<file path="config.mk">
export PLATFORM = sky130hd
export DESIGN_NAME = uart_char_rx
export DESIGN_NICKNAME = d
export VERILOG_FILES = /design/src/rtl/uart_char_rx.sv
export SDC_FILE = /design/constraint.sdc
export NUM_CORES = 1
export LEC_CHECK = 0
export BUFFER_PORTS_ARGS = -buffer_cell sky130_fd_sc_hd__buf_2
export CAP_MARGIN = 10
export CORE_UTILIZATION = 29
export DETAILED_ROUTE_END_ITERATION = 10
export SLEW_MARGIN = 20
export SYNTH_ARGS = -nofsm -noshare
export SYNTH_HDL_FRONTEND = slang
export SYNTH_SLANG_ARGS = --single-unit
</file>
<file path="constraint.sdc">
create_clock -name clk -period 2.57 [get_ports clk]
set_clock_uncertainty 0.15 [all_clocks]
set_input_delay 0.514 -clock clk [delete_from_list [all_inputs] [get_ports clk]]
set_output_delay 0.514 -clock clk [all_outputs]
set_load 0.1 [all_outputs]
</file>
<file path="src/rtl/uart_char_rx.sv">
// UART character receiver: 8N1 framing, 2-flop input synchronizer, mid-bit sampling.
// Emits the last good byte with a one-cycle valid pulse, or a one-cycle frame error pulse.
module uart_char_rx #(
    parameter int CLKS_PER_BIT = 4
) (
    input  logic       clk,
    input  logic       rst_n,
    input  logic       rxd,
    output logic [7:0] char,
    output logic       char_valid,
    output logic       frame_err,
    output logic       busy
);

    localparam logic [2:0] IDLE      = 3'd0;
    localparam logic [2:0] START     = 3'd1;
    localparam logic [2:0] DATA      = 3'd2;
    localparam logic [2:0] STOP      = 3'd3;
    localparam logic [2:0] WAIT_IDLE = 3'd4;

    localparam logic [7:0] H_LAST = 8'(CLKS_PER_BIT / 2 - 1);
    localparam logic [7:0] B_LAST = 8'(CLKS_PER_BIT - 1);

    logic       sync1;
    logic       rxd_s;
    logic [2:0] state;
    logic [7:0] cnt;
    logic [2:0] idx;
    logic [7:0] shreg;

    always_ff @(posedge clk) begin
        if (!rst_n) begin
            sync1      <= 1'b1;
            rxd_s      <= 1'b1;
            state      <= IDLE;
            cnt        <= '0;
            idx        <= '0;
            shreg      <= '0;
            char       <= '0;
            char_valid <= 1'b0;
            frame_err  <= 1'b0;
        end else begin
            sync1      <= rxd;
            rxd_s      <= sync1;
            char_valid <= 1'b0;
            frame_err  <= 1'b0;
            case (state)
                IDLE: begin
                    if (!rxd_s) begin
                        state <= START;
                        cnt   <= '0;
                    end
                end
                START: begin
                    // Half-bit check rejects glitches shorter than the start bit centre
                    if (cnt == H_LAST) begin
                        cnt   <= '0;
                        idx   <= '0;
                        state <= rxd_s ? IDLE : DATA;
                    end else begin
                        cnt <= cnt + 8'd1;
                    end
                end
                DATA: begin
                    if (cnt == B_LAST) begin
                        cnt        <= '0;
                        shreg[idx] <= rxd_s;
                        if (idx == 3'd7) begin
                            state <= STOP;
                        end else begin
                            idx <= idx + 3'd1;
                        end
                    end else begin
                        cnt <= cnt + 8'd1;
                    end
                end
                STOP: begin
                    if (cnt == B_LAST) begin
                        cnt <= '0;
                        if (rxd_s) begin
                            char       <= shreg;
                            char_valid <= 1'b1;
                            state      <= IDLE;
                        end else begin
                            frame_err <= 1'b1;
                            state     <= WAIT_IDLE;
                        end
                    end else begin
                        cnt <= cnt + 8'd1;
                    end
                end
                WAIT_IDLE: begin
                    // A held-low line (break) must return high before a new start is accepted
                    if (rxd_s) begin
                        state <= IDLE;
                    end
                end
                default: state <= IDLE;
            endcase
        end
    end

    assign busy = (state != IDLE);

endmodule
</file>
After elaboration in Yosys (flattened, before gate mapping)
Cells that the tools add are included.

word-level totals
  output and inout port bits = 11
  word-level logic and storage cells = 61
  register bits after elaboration = 34
  bits of input ports = 3

operators by class
  reduce and logical (&&, ||, !) cells = 12
  muxes and demuxes = 22
  magnitude comparators = 2
  add/subtract/negate cells = 2
  equal/unequal tests = 14

operators by type and width
  operator               count
  $mux W3                10
  $mux W8                3
  $pmux W8 S3            1
  $pmux W3 S5            1
  $ne A2 B2 Y1 const B   7
  $add A8 B1 Y8 const B  1
  $bwmux W8              1
  $eq A8 B1 Y1 const B   1
  $eq A8 B2 Y1 const B   1
  $eq A3 B2 Y1 const B   2
  $eq A3 B3 Y1 const B   2
  $pmux W3 S2            1
  $reduce_and A3 Y1      2
  $reduce_and A6 Y1      1
  $reduce_bool A3 Y1     2
  $lt A3 B4 Y1 const B   1
  $reduce_and A2 Y1      2
  $reduce_and A4 Y1      1
  $add A3 B1 Y3 const B  1
  $demux W1 S3           1
  $eq A3 B1 Y1 const B   1
  $ge A3 B1 Y1 const B   1
  $logic_not A3 Y1       1
  $mux W1                3
  4 further kinds        4

Depth between registers and ports, before layout
  depth in word-level cells = 5
  gate-level depth with buffers = 7

Worst setup path after synthesis
Ideal clock, no wire load.

  kind = flip-flop to output port
  start point = register state[1]
  end point = output busy
  stages on the path, launching flop included = 3
  path buffers = 1
  data required time = 1.906 ns
  data arrival time = 1.222 ns
  slack = 0.684 ns
  cell sequence = dfxtp_1 buf_2 or3_1

on the way
  word-level cells in the longest chain between the ends = 1

ends and longest elaborated chain
  what                    RTL line  RTL
  from (decl)             26        logic [2:0] state;
  from (signal assigned)  59        state <= rxd_s ? IDLE : DATA;
  $reduce_bool A3 Y1      103       assign busy = (state != IDLE);
  to (decl)               12        output logic busy

Every way passes these cells.

Worst setup path in the final report
Same ends and word-level chain as after synthesis.

==> run summary <==
Once the clock tree was built, the resizer swapped 0 gates to a different size. The number of input and output port buffers inserted is 13. The clock latency of the later-clocked register in the worst-skew pair is 280 ps. The proportion of layout cells with a drive suffix above 1 is 14.4%. The synthesized netlist net count is 191. The largest net degree at the start of global routing came out at 19. The die footprint is 5920 µm². Setup repair after global routing left no endpoint under its margin. The total grt overflow is 0. Relative to the synthesized area, the layout overhead comes to 12.2%. The total setup violations reported at the end of the flow is 0. The average instance in the mapped netlist occupies 8.85 µm². The first detailed-routing pass ran for 4 iterations. In the synthesized netlist the async set-or-reset flop fraction comes to 0%. The last weighted congestion value of the routability-driven placer came out at 0.778.

The number of cells on the worst hold path is 2. The worst setup path is launched from a register. The initial utilization of the core area, before any placement, comes to 30.9%. Sorting the synthesized cells by area gives the leading types as sky130_fd_sc_hd__dfxtp_1, sky130_fd_sc_hd__mux2i_1, sky130_fd_sc_hd__nand2_1, sky130_fd_sc_hd__nor2_1, sky130_fd_sc_hd__nand3_1. The critical path start-end classification is reg -> out.

The run finished with clean final reports. The total of max-cap violations is 0. The standby leakage power is 0.000724 µW. The number of nets in the final layout is 203. The worst-case vdd ir drop came out at 0.199 mV.

The final count of hold timing violations came out at 0. The total number of placement rows is 26. The count of antenna diodes in the layout came out at 0.

At the worst endpoint, the arrival time is 1410 ps. The number of sinks handled by clock tree synthesis is 34. The final routed DRC violation total came out at 0. The worst slew margin relative to its limit is 64.7%. Of all cell types, the one taking the most synthesized area is sky130_fd_sc_hd__dfxtp_1. In the synthesized netlist the dominant register cell turns out to be sky130_fd_sc_hd__dfxtp_1. The via count of the first global-routing pass is 1235.

For the worst flop-to-flop path, the logic depth is 5. The period utilization is 80.6%. The detailed placement HPWL is 2.22 mm. Buffers inserted during clock tree synthesis total 5. The register-to-register path setup slack is 540 ps.

The fill cell instance count of the final layout came out at 566. The final route contains 1314 vias. Of the post-synthesis cell area, the dominant cell type holds 41.8%. After detailed routing, the total wire length is 3.22 mm. Leaving out fill and tap cells, the most frequent cells in the layout are sky130_fd_sc_hd__dfxtp_1, sky130_fd_sc_hd__nand2_1, sky130_fd_sc_hd__nor2_1. The number of enable flip-flop cells after synthesis came out at 0. The total routing resource utilization after global routing is 12.3%.

The horizontal extent of the die is 77.0 µm. The number of setup buffers added after CTS came out at 0. STA classifies the critical path endpoint as an output pin.

Including well taps, the total number of placed cells is 259. The minimum clock period after layout is 2070 ps. STA puts the critical path data required time at 1910 ps. The fmax came out at 483 MHz. The mapped netlist covers 1630 µm². The hold-fix buffer count after cts came out at 0. The power density over the cells came out at 530 nW/µm².

Sequential cells were found to cover 41.8% of the synthesized design area. The number of violations reported at the end of detailed-routing iteration 0 is 111. Leaving out fill and tap cells, the most frequent cell in the layout is sky130_fd_sc_hd__dfxtp_1. The maximum fanout count along the critical path came out at 13. Pin placement for this block handled 14 I/O pins.

TritonCTS built the clock tree. The max-slew violation total from the final report is 0. The first-pass GRT wire length is 5.82 mm. The synthesized flop and latch total is 34. The core region area came out at 5270 µm². The die boundary height came out at 77.0 µm. The type of the tightest min-delay check is in -> reg. The detail-routed net length per standard cell is 12.2 µm. The vias per cell came out at 4.96.

Counting along the longest clock path gives a buffer depth of 2. The gate count of the mapped netlist came out at 184. After synthesis, the netlist uses 45 different library cells. The number of levels in the clock H-tree is 2. The number of warning messages in the yosys log is 0.

The final antenna-violating net count is 0. For the final routed database, the setup TNS stands at 0 ps. The transition time at the pin with the least slew margin is 526 ps. Clock-pin slew was measured on the worst setup and hold paths at 60 ps. The count of cells in the finished layout, fillers not included, comes to 265.

The number of antenna violations at the first check in global routing is 0. Clock tree synthesis selected as its root buffer the cell sky130_fd_sc_hd__clkbuf_8.
## metal layers
metal	GRT usage, %	vias to the layer above	share of wire, %
met4	6.92	0	2.5
met1	16.5	601	53
met3	2.74	7	4.2
li1	-	681	-
met2	17.9	25	40
met5	0	-	0
## kinds of logic after synthesis
logic type / after synthesis / share of synthesized area, %
AO/OA/AOI/OAI: 31 / 12.0
XOR/XNOR: 2 / 1.08
adder cells (fa/ha/maj): 4 / 3.07
buffers and inverters: 13 / 3.61
flip-flops: 34 / 41.8
multiplexers: 13 / 8.06
AND/OR/NAND/NOR: 87 / 30.4
## worst paths after layout
path / from / to
max reg2reg: cnt[0] / shreg[5]
min reg2reg: sync1 / rxd_s
min: rxd / sync1
max: state[1] / busy
## cell usage after synthesis, types with 2 or more instances
cell type	instances
sky130_fd_sc_hd__clkbuf_1	3
sky130_fd_sc_hd__nand2b_1	5
sky130_fd_sc_hd__nor3_1	4
sky130_fd_sc_hd__nand3b_2	2
sky130_fd_sc_hd__nand3_1	11
sky130_fd_sc_hd__ha_1	4
sky130_fd_sc_hd__nand4_1	6
sky130_fd_sc_hd__a22oi_1	3
sky130_fd_sc_hd__nand3b_1	3
sky130_fd_sc_hd__and4b_1	2
sky130_fd_sc_hd__and2_1	2
sky130_fd_sc_hd__mux2i_1	12
sky130_fd_sc_hd__nand2_1	18
sky130_fd_sc_hd__nand4b_1	3
sky130_fd_sc_hd__inv_1	3
sky130_fd_sc_hd__o21ai_0	10
sky130_fd_sc_hd__nor3b_1	2
sky130_fd_sc_hd__buf_2	4
sky130_fd_sc_hd__nor2_1	17
sky130_fd_sc_hd__dfxtp_1	34
sky130_fd_sc_hd__nor2b_1	2
sky130_fd_sc_hd__a21oi_1	10
sky130_fd_sc_hd__and3_1	2
## report_power, final
part / leakage (µW) / internal (µW) / switching, µW
Combinational: 0.000406 / 13.2 / 30.5
Sequential: 0.000274 / 530 / 6.85
Clock: 0.0000431 / 206 / 182
Total: 0.000724 / 750 / 219
## through the flow
| stage | cell area [µm²] | total power, µW | hold WS, ps | utilization [%] | worst slack, ps |
|---|---|---|---|---|---|
| 2_1_floorplan | 1630 | 581 | 236 | - | 684 |
| 3_3_place_gp | 1750 | 592 | 240 | 33.1 | 656 |
| 4_1_cts | 1830 | 977 | 256 | 34.7 | 496 |
| 6_report | 1830 | 969 | 258 | 34.7 | 498 |
| 5_1_grt | 1830 | 1010 | 265 | 34.7 | 362 |
| 3_5_place_dp | 1750 | 592 | 248 | 33.1 | 568 |
## state kept, by name, summed over array words and instances (netlist names)
signal / flops
char: 8
char_valid: 1
cnt: 8
frame_err: 1
idx: 3
rxd_s: 1
shreg: 8
state: 3
sync1: 1
## critical path: stages, from the launching register on
cell,delay [ps]
sky130_fd_sc_hd__dfxtp_1,550
sky130_fd_sc_hd__or3_1,160
sky130_fd_sc_hd__buf_2,420
## area by class of cell
class / count / area [µm²] / area share [%]
clock buffer: 6 / 82.6 / 4.52
inverter: 4 / 15.0 / 0.821
multi-input combinational: 137 / 890 / 48.7
sequential: 34 / 681 / 37.2
tap: 70 / 87.6 / 4.79
timing repair buffer: 14 / 72.6 / 3.97
No activity file was read; power rests on OpenSTA's default activity.
